==> src/rtl/lc3_datapath_mc.sv <==
// LC-3 style multi-cycle datapath: single shared bus, register file, ALU, address adder,
// architectural registers and a handshaked memory sequencer with an ack timeout.
module lc3_datapath_mc #(
  parameter int DATA_W  = 16,
  parameter int NREG    = 8,
  parameter int LED_W   = 12,
  parameter int TIMEOUT = 15
) (
  input  logic              Clk,
  input  logic              Reset,
  input  logic [7:0]        LD,
  input  logic [3:0]        GATE,
  input  logic [1:0]        PCMUX,
  input  logic [1:0]        ADDR2MUX,
  input  logic [1:0]        ALUK,
  input  logic              DRMUX,
  input  logic              SR1MUX,
  input  logic              SR2MUX,
  input  logic              ADDR1MUX,
  input  logic              MEM_START,
  input  logic              MEM_WE,
  output logic              mem_req,
  output logic              mem_we,
  output logic [DATA_W-1:0] mem_addr,
  output logic [DATA_W-1:0] mem_wdata,
  input  logic [DATA_W-1:0] mem_rdata,
  input  logic              mem_ack,
  output logic              MEM_BUSY,
  output logic              MEM_DONE,
  output logic              MEM_ERR,
  output logic              BUS_ERR,
  output logic [DATA_W-1:0] PC,
  output logic [DATA_W-1:0] IR,
  output logic [DATA_W-1:0] MAR,
  output logic [DATA_W-1:0] MDR,
  output logic [2:0]        CC,
  output logic              BEN,
  output logic [LED_W-1:0]  LED,
  output logic [1:0]        mem_state_o
);
  localparam int RW = $clog2(NREG);
  localparam int CW = 8;

  typedef enum logic [1:0] {S_IDLE = 2'd0, S_REQ = 2'd1, S_DONE = 2'd2} mem_state_e;

  mem_state_e        state_q, state_d;
  logic [CW-1:0]     cnt_q, cnt_d;
  logic [DATA_W-1:0] addr_q, addr_d, wdata_q, wdata_d;
  logic              we_q, we_d, err_q, err_d;

  logic [DATA_W-1:0] pc_q, pc_d, ir_q, ir_d, mar_q, mar_d, mdr_q, mdr_d;
  logic [2:0]        cc_q, cc_d;
  logic              ben_q, ben_d, bus_err_q, bus_err_d;
  logic [LED_W-1:0]  led_q, led_d;
  logic [DATA_W-1:0] rf_q [NREG];

  logic [RW-1:0]     dr_idx, sr1_idx, sr2_idx;
  logic [DATA_W-1:0] imm5, imm6, imm9, imm11;
  logic [DATA_W-1:0] sr1_val, sr2_val, alu_out, addr1, addr2, addr_sum, bus;
  logic              gate_multi, rd_done, bus_n, bus_z;

  assign imm5  = {{(DATA_W-5){ir_q[4]}}, ir_q[4:0]};
  assign imm6  = {{(DATA_W-6){ir_q[5]}}, ir_q[5:0]};
  assign imm9  = {{(DATA_W-9){ir_q[8]}}, ir_q[8:0]};
  assign imm11 = {{(DATA_W-11){ir_q[10]}}, ir_q[10:0]};

  assign dr_idx  = DRMUX  ? RW'(ir_q[11:9]) : RW'(NREG - 1);
  assign sr1_idx = SR1MUX ? RW'(ir_q[8:6])  : RW'(ir_q[11:9]);
  assign sr2_idx = RW'(ir_q[2:0]);
  assign sr1_val = rf_q[sr1_idx];
  assign sr2_val = SR2MUX ? imm5 : rf_q[sr2_idx];
  assign addr1   = ADDR1MUX ? sr1_val : pc_q;
  assign addr_sum = addr1 + addr2;

  always_comb begin
    alu_out = sr1_val;
    case (ALUK)
      2'd0:    alu_out = sr1_val + sr2_val;
      2'd1:    alu_out = sr1_val & sr2_val;
      2'd2:    alu_out = ~sr1_val;
      default: alu_out = sr1_val;
    endcase
  end

  always_comb begin
    addr2 = '0;
    case (ADDR2MUX)
      2'd1:    addr2 = imm6;
      2'd2:    addr2 = imm9;
      2'd3:    addr2 = imm11;
      default: addr2 = '0;
    endcase
  end

  // Any pattern other than a single gate bit leaves the bus at zero.
  assign gate_multi = (GATE & (GATE - 4'd1)) != 4'd0;
  always_comb begin
    bus = '0;
    case (GATE)
      4'b1000: bus = pc_q;
      4'b0100: bus = mdr_q;
      4'b0010: bus = alu_out;
      4'b0001: bus = addr_sum;
      default: bus = '0;
    endcase
  end

  assign bus_n   = bus[DATA_W-1];
  assign bus_z   = (bus == '0);
  assign rd_done = (state_q == S_REQ) && mem_ack && !we_q;

  always_comb begin
    pc_d = pc_q;
    if (LD[1]) begin
      case (PCMUX)
        2'd0:    pc_d = pc_q + DATA_W'(1);
        2'd1:    pc_d = bus;
        2'd2:    pc_d = addr_sum;
        default: pc_d = pc_q;
      endcase
    end
    mar_d     = LD[7] ? bus : mar_q;
    ir_d      = LD[5] ? bus : ir_q;
    // A completing read takes priority over a bus load in the same cycle.
    mdr_d     = rd_done ? mem_rdata : (LD[6] ? bus : mdr_q);
    ben_d     = LD[4] ? |(ir_q[11:9] & cc_q) : ben_q;
    cc_d      = LD[3] ? {bus_n, bus_z, !bus_n && !bus_z} : cc_q;
    led_d     = LD[0] ? ir_q[LED_W-1:0] : led_q;
    bus_err_d = bus_err_q | gate_multi;
  end

  always_ff @(posedge Clk or negedge Reset) begin
    if (!Reset) begin
      pc_q      <= '0;
      ir_q      <= '0;
      mar_q     <= '0;
      mdr_q     <= '0;
      cc_q      <= 3'b010;
      ben_q     <= 1'b0;
      led_q     <= '0;
      bus_err_q <= 1'b0;
      for (int i = 0; i < NREG; i++) rf_q[i] <= '0;
    end else begin
      pc_q      <= pc_d;
      ir_q      <= ir_d;
      mar_q     <= mar_d;
      mdr_q     <= mdr_d;
      cc_q      <= cc_d;
      ben_q     <= ben_d;
      led_q     <= led_d;
      bus_err_q <= bus_err_d;
      if (LD[2]) rf_q[dr_idx] <= bus;
    end
  end

  // Memory sequencer: request fields are captured on acceptance and held through REQ.
  always_comb begin
    state_d = state_q;
    cnt_d   = cnt_q;
    addr_d  = addr_q;
    wdata_d = wdata_q;
    we_d    = we_q;
    err_d   = err_q;
    case (state_q)
      S_IDLE: begin
        if (MEM_START) begin
          addr_d  = mar_q;
          wdata_d = mdr_q;
          we_d    = MEM_WE;
          err_d   = 1'b0;
          cnt_d   = '0;
          state_d = S_REQ;
        end
      end
      S_REQ: begin
        if (mem_ack) begin
          state_d = S_DONE;
        end else if (cnt_q == CW'(TIMEOUT - 1)) begin
          err_d   = 1'b1;
          state_d = S_DONE;
        end else begin
          cnt_d = cnt_q + CW'(1);
        end
      end
      S_DONE:  state_d = S_IDLE;
      default: state_d = S_IDLE;
    endcase
  end

  always_ff @(posedge Clk or negedge Reset) begin
    if (!Reset) begin
      state_q <= S_IDLE;
      cnt_q   <= '0;
      addr_q  <= '0;
      wdata_q <= '0;
      we_q    <= 1'b0;
      err_q   <= 1'b0;
    end else begin
      state_q <= state_d;
      cnt_q   <= cnt_d;
      addr_q  <= addr_d;
      wdata_q <= wdata_d;
      we_q    <= we_d;
      err_q   <= err_d;
    end
  end

  assign mem_req     = (state_q == S_REQ);
  assign MEM_BUSY    = (state_q == S_REQ);
  assign MEM_DONE    = (state_q == S_DONE);
  assign MEM_ERR     = err_q;
  assign mem_we      = we_q;
  assign mem_addr    = addr_q;
  assign mem_wdata   = wdata_q;
  assign mem_state_o = state_q;
  assign BUS_ERR     = bus_err_q;
  assign PC          = pc_q;
  assign IR          = ir_q;
  assign MAR         = mar_q;
  assign MDR         = mdr_q;
  assign CC          = cc_q;
  assign BEN         = ben_q;
  assign LED         = led_q;
endmodule

==> config.mk <==
export PLATFORM = sky130hd
export DESIGN_NAME = lc3_datapath_mc
export DESIGN_NICKNAME = d
export VERILOG_FILES = /design/src/rtl/lc3_datapath_mc.sv
export SDC_FILE = /design/constraint.sdc
export NUM_CORES = 1
export LEC_CHECK = 0
export ABC_AREA = 1
export CAP_MARGIN = 10
export CORE_MARGIN = 4
export CORE_UTILIZATION = 60
export CTS_BUF_LIST = sky130_fd_sc_hd__clkbuf_4
export DETAILED_ROUTE_END_ITERATION = 16
export PLACE_DENSITY = 0.82
export SYNTH_ARGS = -nofsm -noshare
export SYNTH_HDL_FRONTEND = slang
export SYNTH_SLANG_ARGS = --single-unit
==> constraint.sdc <==
create_clock -name Clk -period 9.6 [get_ports Clk]
set_input_delay 0.96 -clock Clk [delete_from_list [all_inputs] [get_ports Clk]]
set_output_delay 0.96 -clock Clk [all_outputs]
set_load 0.03 [all_outputs]
==> flow_summary.ini <==
[run_status]
status = completed

[cts]
clk_pin_slew_worst_paths_ps = 60
cts_max_path_buffers = 3
numCtsBuffers = 70
cts_tree = done
cts_resized = 0
cts.htree.levels = 3
cts_setup_buffers = 0
clkLatencyLatePin_ps = 720
clock_sinks = 253
cts_hold_buf = 0
root_buffer = clkbuf_4

[die]
fp.dieH_um = 169.5
core_area_um2 = 25400
num_io_pins = 163
initial_core_util = 0.6159
die_w_um = 169.5
die_area_um2 = 28720
rows = 58

[timing]
fin_tns_setup_ps = 0
max_slew_margin = 0.2000
hold_viol = 0
slew_violations = 0
fmax_ghz = 0.1747
finClkSkew_ps = 65.26
fin_crit_sh = 0.5962
worstMarginPinSlew_ps = 1200
grt_setup_unrepaired = false
final-setup-viol-count = 0
layout_setup_ws_ps = 3877
period_needed_ps = 5723

[yosys]
synth_seq_area_share = 0.4048
synth_seq_cells = 253
synth_area_um2 = 15640
synth_most_common_cell = nand2_1
synth_cell_types = 52
synth_flop_cell = dfrtp_1
synth_area_leader_cell = dfrtp_1
synth_common_cells = nand2_1 (581), inv_1 (287), dfrtp_1 (252), o21ai_0 (252), nand3_1 (188)
synth-edff-count = 0
yosys.area.top_type_share = 0.4031
syn_area_per_cell_um2 = 6.962
synth.area.top_cells = dfrtp_1 (40%), nand2_1 (14%), o21ai_0 (8.1%)
yosys_warnings = 0
syn_inst = 2247
syn_nets = 2329
synth-async-reset-ratio = 1.000

[global_route]
grt_util_met2 = 0.5718
grt.met3_usage = 0.09061
grt-ovfl-total = 0
track_usage = 0.3830
grt_pass1_vias = 15550
grt_pass1_wl_um = 86240
grt_max_degree = 126
grt_util_met1 = 0.5221
busiest_layer = met2
antenna_found_initial = 2

[placed_design]
pre_cts_ws_ps = 3428
place_inst = 2642
io_buffers = 162
place_congestion = 1.022
place_hpwl_um = 37260

[detailed_routing]
drtIter0Drc = 2377
drt-total-wl_um = 55430
wire_per_inst_um = 20.10
via_count = 16660
via_per_inst = 6.041
dr.pass1.iters = 6
remaining_drc_errors = 0
ant_nets = 0

[setup_path]
end_kind = flop
critical_path.max_fanout = 65
arrival_ps = 6280
startpoint_type = primary input
crit_type = in2reg
cp.required_ps = 10160

[job]
drv_cap = 0

[min_path]
min_path_type = in2async

[layout]
final_layout_size_suffix_gt1_frac = 0.06887
final_util = 0.7173
layout.cells.non_filler = 2758
layout.nets = 2466
syn_to_final_growth_pct = 16.48

[pwr]
power_density_nw_per_um2 = 250.1
power_mw = 4.557
ir_drop_mv = 0.2048
power.leakage_nw = 8.708
path summary, 6_finish.rpt:
path / from / endpoint / slack (ps) / cells after the start
worst max-delay path: SR1MUX / CC[0]$_DFFE_PN0P_ / 3880 / 23
worst min-delay path: Reset / cnt_q[6]$_DFFE_PN0P_ / 310 / 1
worst max register to register: IR[0]$_DFFE_PN0P_ / CC[0]$_DFFE_PN0P_ / 4110 / 23
worst min register to register: MAR[10]$_DFFE_PN0P_ / mem_addr[10]$_DFFE_PN0P_ / 470 / 2
max in group asynchronous: Reset / rf_q[49]$_DFFE_PN0P_ / 7860 / 2
min in group Clk: MAR[10]$_DFFE_PN0P_ / mem_addr[10]$_DFFE_PN0P_ / 470 / 2
power by group:
part | switching, mW | total, mW | internal [mW]
clock network | 0.475 | 1.02 | 0.549
logic | 1.30 | 1.96 | 0.661
registers | 0.207 | 1.57 | 1.37
logic make-up (layout without fill, tap and decap cells):
| group | count (synthesis) | in the layout | share of synthesized area |
|---|---|---|---|
| other cells | 0 | 3 | 0 |
| xor+xnor | 17 | 17 | 0.009518 |
| simple gates | 982 | 982 | 0.2583 |
| flops | 253 | 253 | 0.4048 |
| buf+inv | 415 | 593 | 0.1063 |
| compound gates | 541 | 541 | 0.1889 |
| fa+ha+maj | 39 | 39 | 0.03215 |
critical path, cell delays in order:
cell	delay [ps]
clkdlybuf4s50_1	810
nand2_4	160
nand2_2	100
buf_4	580
nand2_1	110
nand3_1	110
nand2_1	70
o21ai_1	430
o21ai_0	160
ha_1	360
a21oi_1	260
o21ai_0	160
inv_1	80
nand2_1	80
xor2_1	190
nand2_1	80
nand3_1	130
a21oi_2	830
nand2_1	120
nor2_1	140
nand3_1	120
nand3_1	100
nand2_1	50
placed cells by master, fill, tap and decap left out, types with 2 or more instances in the layout:
cell type,synthesis,routed
a21oi_2,3,3
buf_4,5,22
nor3b_1,3,3
a21o_1,3,3
clkdlybuf4s50_1,0,161
a22oi_1,4,4
nor2_2,2,9
nand3b_1,6,6
nand4_1,9,9
o221ai_1,11,11
ha_1,37,37
a21oi_1,186,186
nor2_4,1,2
dfrtp_1,252,251
nand2_2,4,5
bufinv_16,0,3
inv_1,287,287
clkinv_4,0,2
xnor2_1,4,4
fa_1,2,2
nand2_1,581,580
nor3_1,10,10
o21ai_2,8,8
nand3_1,188,188
clkinv_1,4,13
diode_2,0,3
a31oi_1,3,3
nand2_4,3,3
xor2_1,13,13
o21bai_1,2,2
clkbuf_4,0,98
o211ai_1,19,19
nor2_1,173,165
o22ai_1,27,27
o21ai_0,252,252
inv_2,4,4
o21ai_1,11,11
per-stage QoR:
step / instance area, um2 / hold slack, ps
floorplan: 15640 / 469.1
global placement: 17330 / 461.5
detailed placement: 17330 / 466.0
CTS: 18210 / 366.2
global route: 18220 / 350.9
finish: 18220 / 309.3
state kept, by name (all words and copies together) (netlist names):
register	count
BUS_ERR	1
LED	12
cnt_q	8
PC	16
CC	3
mem_we	1
MAR	16
mem_state_o	2
MEM_ERR	1
mem_addr	16
BEN	1
IR	16
mem_wdata	16
MDR	16
rf_q	128
layer usage:
metal | vias up | wire (um)
li1 | 7619 | -
met1 | 7635 | 21590
met2 | 1192 | 23810
met3 | 214 | 6836
met4 | 0 | 3189
met5 | - | 0
area by class of cell:
class                      instances  area, um2
inverter                         296       1114
tap                              330      412.9
multi-input combinational       1579       7675
antenna                            3      7.507
timing repair buffer             184       1792
fill                            2116       7179
clock inverter                    15      150.1
sequential                       253       6334
clock buffer                      98      735.7
Note: power is estimated with default switching activity, not from simulation.
